==> src/rtl/div_pkg.sv <==
// Purpose : shared state encodings and special-case constants for the sequential divider.
// Latency : n/a (package only).
// Backpressure : n/a (package only).
//
// Contents: FSM state codes (S_IDLE..S_DONE) and wide constants that the divider
// slices down to its operand width for the divide-by-zero and overflow results.
package div_pkg;

   // FSM state codes
   localparam logic [2:0] S_IDLE  = 3'd0;
   localparam logic [2:0] S_PREP  = 3'd1;
   localparam logic [2:0] S_ITER  = 3'd2;
   localparam logic [2:0] S_FIXUP = 3'd3;
   localparam logic [2:0] S_DONE  = 3'd4;

   // Widest operand the constants below cover; the divider slices [L-1:0].
   localparam int DIV_MAX_W = 64;

   // Quotient returned on divide-by-zero (all ones at any width).
   localparam logic [DIV_MAX_W-1:0] DIV_ALL_ONES = '1;

   // Seed for the signed minimum (1 << (L-1)) at operand width L.
   localparam logic [DIV_MAX_W-1:0] DIV_ONE = 64'd1;

endpackage

==> src/rtl/div_step.sv <==
// Purpose : one restoring-division step (trial subtract, restore on borrow).
// Latency : combinational, zero cycles.
// Backpressure : none; pure function of its inputs.
//
// Ports:
//   rem_in  [L:0]   partial remainder with the next dividend bit already shifted in
//   divisor [L-1:0] divisor magnitude
//   rem_out [L:0]   next partial remainder
//   q_bit           quotient bit (1 when the subtraction did not borrow)
module div_step #(
   parameter int L = 16
) (
   input  logic [L:0]   rem_in,
   input  logic [L-1:0] divisor,
   output logic [L:0]   rem_out,
   output logic         q_bit
);

   logic         borrow;
   logic [L:0]   diff;

   // One extra bit on the left captures the borrow out of bit L.
   assign {borrow, diff} = {1'b0, rem_in} - {2'b00, divisor};

   assign q_bit   = ~borrow;
   assign rem_out = borrow ? rem_in : diff;

endmodule

==> src/rtl/div_sequencer.sv <==
// Purpose : multi-cycle signed/unsigned integer divider with RISC-V zero/overflow rules.
// Latency : RespValid rises on the (L+3)th edge counting the accept edge (3 with early-out).
// Backpressure : result is held in DONE until RespReady; ReqReady is high only in IDLE.
//
// Ports:
//   clk, rst_n                 clock, async active-low reset
//   ReqValid/ReqReady          request handshake; ReqSigned, A, B sampled on acceptance
//   RespValid/RespReady        response handshake; Quotient, Remainder, DivByZero held
//   Busy                       FSM is not idle
// Optional feature macro: DIV_EARLY_OUT_EN (divide-by-zero and overflow skip the
// iteration phase; results are identical, only latency changes).
module div_sequencer
   import div_pkg::*;
#(
   parameter int L  = 16,
   parameter int CW = $clog2(L+1)
) (
   input  logic         clk,
   input  logic         rst_n,
   input  logic         ReqValid,
   output logic         ReqReady,
   input  logic         ReqSigned,
   input  logic [L-1:0] A,
   input  logic [L-1:0] B,
   output logic         RespValid,
   input  logic         RespReady,
   output logic [L-1:0] Quotient,
   output logic [L-1:0] Remainder,
   output logic         DivByZero,
   output logic         Busy
);

   localparam logic [L-1:0] Q_ALL_ONES = DIV_ALL_ONES[L-1:0];
   localparam logic [L-1:0] S_MIN      = DIV_ONE[L-1:0] << (L-1);

   logic [2:0]    state;
   logic [L-1:0]  a_q, b_q;       // original operands, kept for the special cases
   logic          signed_q;
   logic [L-1:0]  dvd;            // dividend magnitude, shifted out MSB first
   logic [L-1:0]  dvs;            // divisor magnitude
   logic [L-1:0]  quo;            // quotient magnitude, shifted in LSB first
   logic [L:0]    pr;             // partial remainder
   logic [CW-1:0] cnt;
   logic          neg_q, neg_r, zero_f, ovf_f;
   logic          resp_vld, dbz;
   logic [L-1:0]  q_out, r_out;

   logic          sa, sb, prep_zero, prep_ovf;
   logic [L:0]    step_in, pr_next;
   logic          q_bit;
   logic [L-1:0]  q_fix, r_fix;
   logic          unused_pr_msb;

   assign sa        = signed_q & a_q[L-1];
   assign sb        = signed_q & b_q[L-1];
   assign prep_zero = (b_q == '0);
   assign prep_ovf  = signed_q && (a_q == S_MIN) && (b_q == Q_ALL_ONES);

   // The stored remainder is always below the divisor, so its MSB is zero and
   // only the low L bits feed the next shift.
   assign step_in       = {pr[L-1:0], dvd[L-1]};
   assign unused_pr_msb = pr[L];

   div_step #(.L(L)) u_step (
      .rem_in  (step_in),
      .divisor (dvs),
      .rem_out (pr_next),
      .q_bit   (q_bit)
   );

   assign q_fix = neg_q ? ('0 - quo)       : quo;
   assign r_fix = neg_r ? ('0 - pr[L-1:0]) : pr[L-1:0];

   always_ff @(posedge clk or negedge rst_n) begin
      if (!rst_n) begin
         state    <= S_IDLE;
         a_q      <= '0;
         b_q      <= '0;
         signed_q <= 1'b0;
         dvd      <= '0;
         dvs      <= '0;
         quo      <= '0;
         pr       <= '0;
         cnt      <= '0;
         neg_q    <= 1'b0;
         neg_r    <= 1'b0;
         zero_f   <= 1'b0;
         ovf_f    <= 1'b0;
         resp_vld <= 1'b0;
         dbz      <= 1'b0;
         q_out    <= '0;
         r_out    <= '0;
      end else begin
         case (state)
            S_IDLE: begin
               if (ReqValid) begin
                  a_q      <= A;
                  b_q      <= B;
                  signed_q <= ReqSigned;
                  state    <= S_PREP;
               end
            end
            S_PREP: begin
               dvd    <= sa ? ('0 - a_q) : a_q;
               dvs    <= sb ? ('0 - b_q) : b_q;
               neg_q  <= sa ^ sb;
               neg_r  <= sa;
               zero_f <= prep_zero;
               ovf_f  <= prep_ovf;
               pr     <= '0;
               quo    <= '0;
               cnt    <= CW'(L);
`ifdef DIV_EARLY_OUT_EN
               state  <= (prep_zero || prep_ovf) ? S_FIXUP : S_ITER;
`else
               state  <= S_ITER;
`endif
            end
            S_ITER: begin
               pr  <= pr_next;
               dvd <= {dvd[L-2:0], 1'b0};
               quo <= {quo[L-2:0], q_bit};
               cnt <= cnt - CW'(1);
               if (cnt == CW'(1)) state <= S_FIXUP;
            end
            S_FIXUP: begin
               if (zero_f) begin
                  q_out <= Q_ALL_ONES;
                  r_out <= a_q;
                  dbz   <= 1'b1;
               end else if (ovf_f) begin
                  q_out <= a_q;
                  r_out <= '0;
                  dbz   <= 1'b0;
               end else begin
                  q_out <= q_fix;
                  r_out <= r_fix;
                  dbz   <= 1'b0;
               end
               resp_vld <= 1'b1;
               state    <= S_DONE;
            end
            S_DONE: begin
               if (RespReady) begin
                  resp_vld <= 1'b0;
                  state    <= S_IDLE;
               end
            end
            default: state <= S_IDLE;
         endcase
      end
   end

   // Gated by rst_n so nothing is offered while reset is held.
   assign ReqReady  = rst_n && (state == S_IDLE);
   assign Busy      = (state != S_IDLE);
   assign RespValid = resp_vld;
   assign Quotient  = q_out;
   assign Remainder = r_out;
   assign DivByZero = dbz;

endmodule

==> config.mk <==
export PLATFORM = sky130hd
export DESIGN_NAME = div_sequencer
export DESIGN_NICKNAME = d
export VERILOG_FILES = /design/src/rtl/div_pkg.sv /design/src/rtl/div_step.sv /design/src/rtl/div_sequencer.sv
export SDC_FILE = /design/constraint.sdc
export NUM_CORES = 1
export LEC_CHECK = 0
export CORE_ASPECT_RATIO = 1.4
export CORE_MARGIN = 2
export CORE_UTILIZATION = 50
export CTS_CLUSTER_DIAMETER = 50
export DETAILED_ROUTE_END_ITERATION = 16
export GPL_TIMING_DRIVEN = 0
export PLACE_DENSITY_LB_ADDON = 0.05
export SYNTH_ARGS = -nofsm -noshare
export SYNTH_HDL_FRONTEND = slang
export SYNTH_SLANG_ARGS = --single-unit
==> constraint.sdc <==
create_clock -name clk -period 2.9 [get_ports clk]
set_clock_uncertainty 0.05 [all_clocks]
set_input_delay 0.29 -clock clk [delete_from_list [all_inputs] [get_ports clk]]
set_output_delay 0.29 -clock clk [all_outputs]
set_load 0.01 [all_outputs]
==> metrics.md <==
| Metric | Value |
|---|---|
| Status | complete, no violations |
| Routed Antenna Nets | 0 |
| Cell Area, Synth | just under 8000 µm² |
| Critical Path End Type | flip-flop |
| DP Wirelength | approximately 16000 µm |
| DRT Pass-1 Iters | 7 |
| IO buf count | slightly above 70 |
| Setup violations, final | 0 |
| EDFF count, synth | 0 |
| Core area | roughly 16000 µm² |
| Net Sw Power | between 5 and 6 mW |
| Fin. max-slew vios | 0 |
| Remaining DRCs | 0 |
| Main synth FF type | dfrtp_1 |
| DRT Wirelength | 21870 µm |
| Fin crit share | 0.9302 |
| Most frequent cells in the layout | dfrtp_1 (143), nand2_1 (76), clkdlybuf4s50_1 (71), nor2_1 (69), o21ai_0 (59) |
| NumNets Final | between 900 and 1000 |
| CTS Root Buffer Type | clkbuf_16 |
| Worst Max-Slew Pin Slew | 0.6658 ns |
| Internal Power | 6.982 mW |
| Synthesized net count | 891 |
| Share of the yosys chip area belonging to registers | 0.4535 |
| Num ports | 73 |
| Via Count | ~6700 |
| Max_cap viols | 0 |
| Final instance area | between 9000 and 10000 µm² |
| FFs w/ async S/R, synth | 1.000 |
| Comb power frac | 0.511 |
| Seq pwr share | 0.313 |
| CP required | 3.19 ns |
| Antenna diodes | 0 |
| Num rows | between 50 and 60 |
| Worst slew margin | 0.5447 |
| Clock tree buffer depth | 2 |
| Number of global-route vias before repair | between 6000 and 7000 |
| Clk network pwr share | 0.176 |
| CTS tree | built |
| Leak | slightly above 4 nW |
| Yosys warns | 0 |
| Total CTS buffers | 17 |
| RSZ-0062 raised after global routing | no |
| CP arrival | about 3 ns |
| Chip width | roughly 110 µm |
| Clk sink count | between 100 and 150 |
| Setup bufs post-CTS | 0 |
| Setup slack after layout | 0.2025 ns |
| Power Density | 1314 nW/µm² |
| Worst min-delay path class | input pin to async pin |
| Largest net degree at the start of global routing | 85 |
| Die area | ~17000 µm² |
| VDD IR-drop max | 606.1 µV |
| Worst path max stage delay | approximately 0.48 ns |
| Net Sw Frac | 0.4414 |
| Slowest-stage cell, CP | dfrtp_1 |
| Clk pin slew, worst setup/hold paths | 0.06 ns |
| CP Max Fanout | 10 |
| Starting Density | 0.5077 |
| Layout area overhead | 20.54% |
| #FFs+latches synth | 143 |
| Gate Count Post-Synth | 830 |
| Cell breakdown of the critical path | ha_1 > buf_2 > and4_1 > nand3_1 > a21oi_1 > a211oi_2 > buf_4 > nand2b_1 > o21ai_0 |
| Starting DRC count in detailed routing | between 400 and 500 |
| R2R cell count | 9 |
| Die Ht | roughly 150 µm |
| CTS H-tree depth | 4 |
| Post-placement worst setup slack | ~0.13 ns |
| Routed vias/inst | 5.927 |
| Gr usage total | 0.2772 |
| Initial antenna violation count | 0 |
| Min cycle time layout | around 2.7 ns |
| WHS | 0.3404 ns |
| Worst Setup Path Type | flip-flop to flip-flop |
| Final hold vios | 0 |
| Power Total | about 13 mW |
| Overflow after GRT | 0 |
| Placed Instance Area | 8885 µm² |
| Synthesized area per cell | roughly 9.5 µm² |
| Most common cell after layout, fill and taps aside | dfrtp_1 |
| Final GP Congestion | about 0.94 |
| Drt wl/cell | around 19 µm |
| Post-synthesis cell type count | 62 |
| Skew-Pair Late Insertion Delay | about 0.43 ns |
| Max Fclk | 370.7 MHz |
| First-pass GRT wire length | around 36000 µm |
| Fin Setup TNS | 0 ns |
| Share of cells above drive strength 1 | 0.09188 |
| CP Launch Type | flip-flop |
-- stage by stage --
stage / util / instances
6_report: 0.6120 / 1132
5_1_grt: 0.6120 / 1132
4_1_cts: 0.6107 / 1132
3_5_place_dp: 0.5717 / 1099
3_3_place_gp: 0.5699 / 1098
2_1_floorplan: - / 830
-- Yosys cell counts, types with 3 or more instances --
| master | count | area, µm² |
|---|---|---|
| clkbuf_1 | 41 | 153.9 |
| o41ai_1 | 9 | 78.83 |
| mux2i_1 | 15 | 150.1 |
| nor2_1 | 69 | 259.0 |
| xor2_1 | 29 | 254.0 |
| a32oi_1 | 5 | 43.79 |
| o22ai_1 | 10 | 62.56 |
| xnor2_1 | 35 | 306.5 |
| nand3b_1 | 3 | 22.52 |
| nand2_1 | 76 | 285.3 |
| nand4_1 | 3 | 18.77 |
| and3_1 | 5 | 31.28 |
| a221oi_1 | 6 | 52.55 |
| nor4_1 | 5 | 31.28 |
| o21ai_1 | 16 | 80.08 |
| or4_1 | 8 | 60.06 |
| mux2_2 | 29 | 326.6 |
| a21oi_1 | 50 | 250.2 |
| a21o_1 | 8 | 60.06 |
| o31ai_1 | 14 | 105.1 |
| a22oi_1 | 14 | 105.1 |
| buf_1 | 4 | 15.01 |
| and2_1 | 6 | 37.54 |
| dfrtp_1 | 143 | 3578 |
| buf_2 | 7 | 35.03 |
| a2111oi_0 | 3 | 26.28 |
| nand2b_1 | 7 | 43.79 |
| a22o_1 | 15 | 131.4 |
| nor3_1 | 13 | 65.06 |
| o21ai_0 | 59 | 295.3 |
| o21a_1 | 5 | 37.54 |
| or3_1 | 9 | 56.30 |
| inv_1 | 33 | 123.9 |
| ha_1 | 23 | 287.8 |
| nand3_1 | 19 | 95.09 |
-- metal layers --
metal,vias up,GRT usage,routed length [µm]
met4,0,0.1446,1088
met3,44,0.04748,927
met2,220,0.4633,11120
li1,3158,-,-
met5,-,0,0
met1,3287,0.3361,8740
-- registers in the layout, summed over array words and instances (netlist names), 16 cells and up --
signal,flops
Quotient,16
Remainder,16
a_q,16
b_q,16
dvd,16
dvs,16
pr,16
quo,16
-- path summary, 6_finish.rpt --
path,slack [ns],endpoint,start
worst min register to register,0.43,dvs[13],dvs[13]
worst max-delay path,0.20,pr[12],pr[8]
max in group asynchronous,1.64,Remainder[1],rst_n
worst min-delay path,0.34,a_q[4],rst_n
min in group clk,0.38,b_q[0],B[0]
worst max register to register,0.20,pr[12],pr[8]
-- final cells by class --
type / count / area, µm²
timing repair buffer: 74 / 759.5
multi-input combinational: 600 / 3993
buffer: 53 / 211.5
fill: 1376 / 6030
sequential: 143 / 3578
clock inverter: 14 / 156.4
tap: 196 / 245.2
inverter: 34 / 127.6
clock buffer: 18 / 439.2
-- logic make-up (layout without fill, tap and decap cells) --
| group | count (synthesis) | count (layout) | synth area share |
|---|---|---|---|
| flip-flops | 143 | 143 | 0.4535 |
| buffers and inverters | 87 | 193 | 0.04297 |
| AO/OA/AOI/OAI | 233 | 233 | 0.1920 |
| AND/OR/NAND/NOR | 235 | 235 | 0.1410 |
| XOR/XNOR | 64 | 64 | 0.07104 |
| multiplexers | 44 | 44 | 0.06042 |
| adder cells (fa/ha/maj) | 24 | 24 | 0.03901 |
-- worst max-delay path: cells and delay by family, from the launching register on --
kind | cells | cell delay [ns]
AOI/OAI and AO/OA | 3 | 0.79
adders and majority gates | 1 | 0.31
buffers and inverters | 2 | 0.41
DFF | 1 | 0.48
and+or+nand+nor | 3 | 0.58
-- power by group through the flow --
stage	registers, mW	logic (mW)	clock network [mW]
finish	3.91	6.39	2.20
global route	4.03	7.11	2.32
CTS	3.91	6.36	2.23
detailed placement	3.93	6.32	0
global placement	3.91	6.16	0
floorplan	3.65	4.41	0
-- what timing repair did --
| action | 4_1_cts | 5_1_grt |
|---|---|---|
| hold buffers | 1 | 0 |
| endpoints found under the setup margin | 0 | 25 |
| hold endpoints to repair | 59 | 0 |
| gates resized for setup | 0 | 4 |
(Power assumes the default switching activity.)
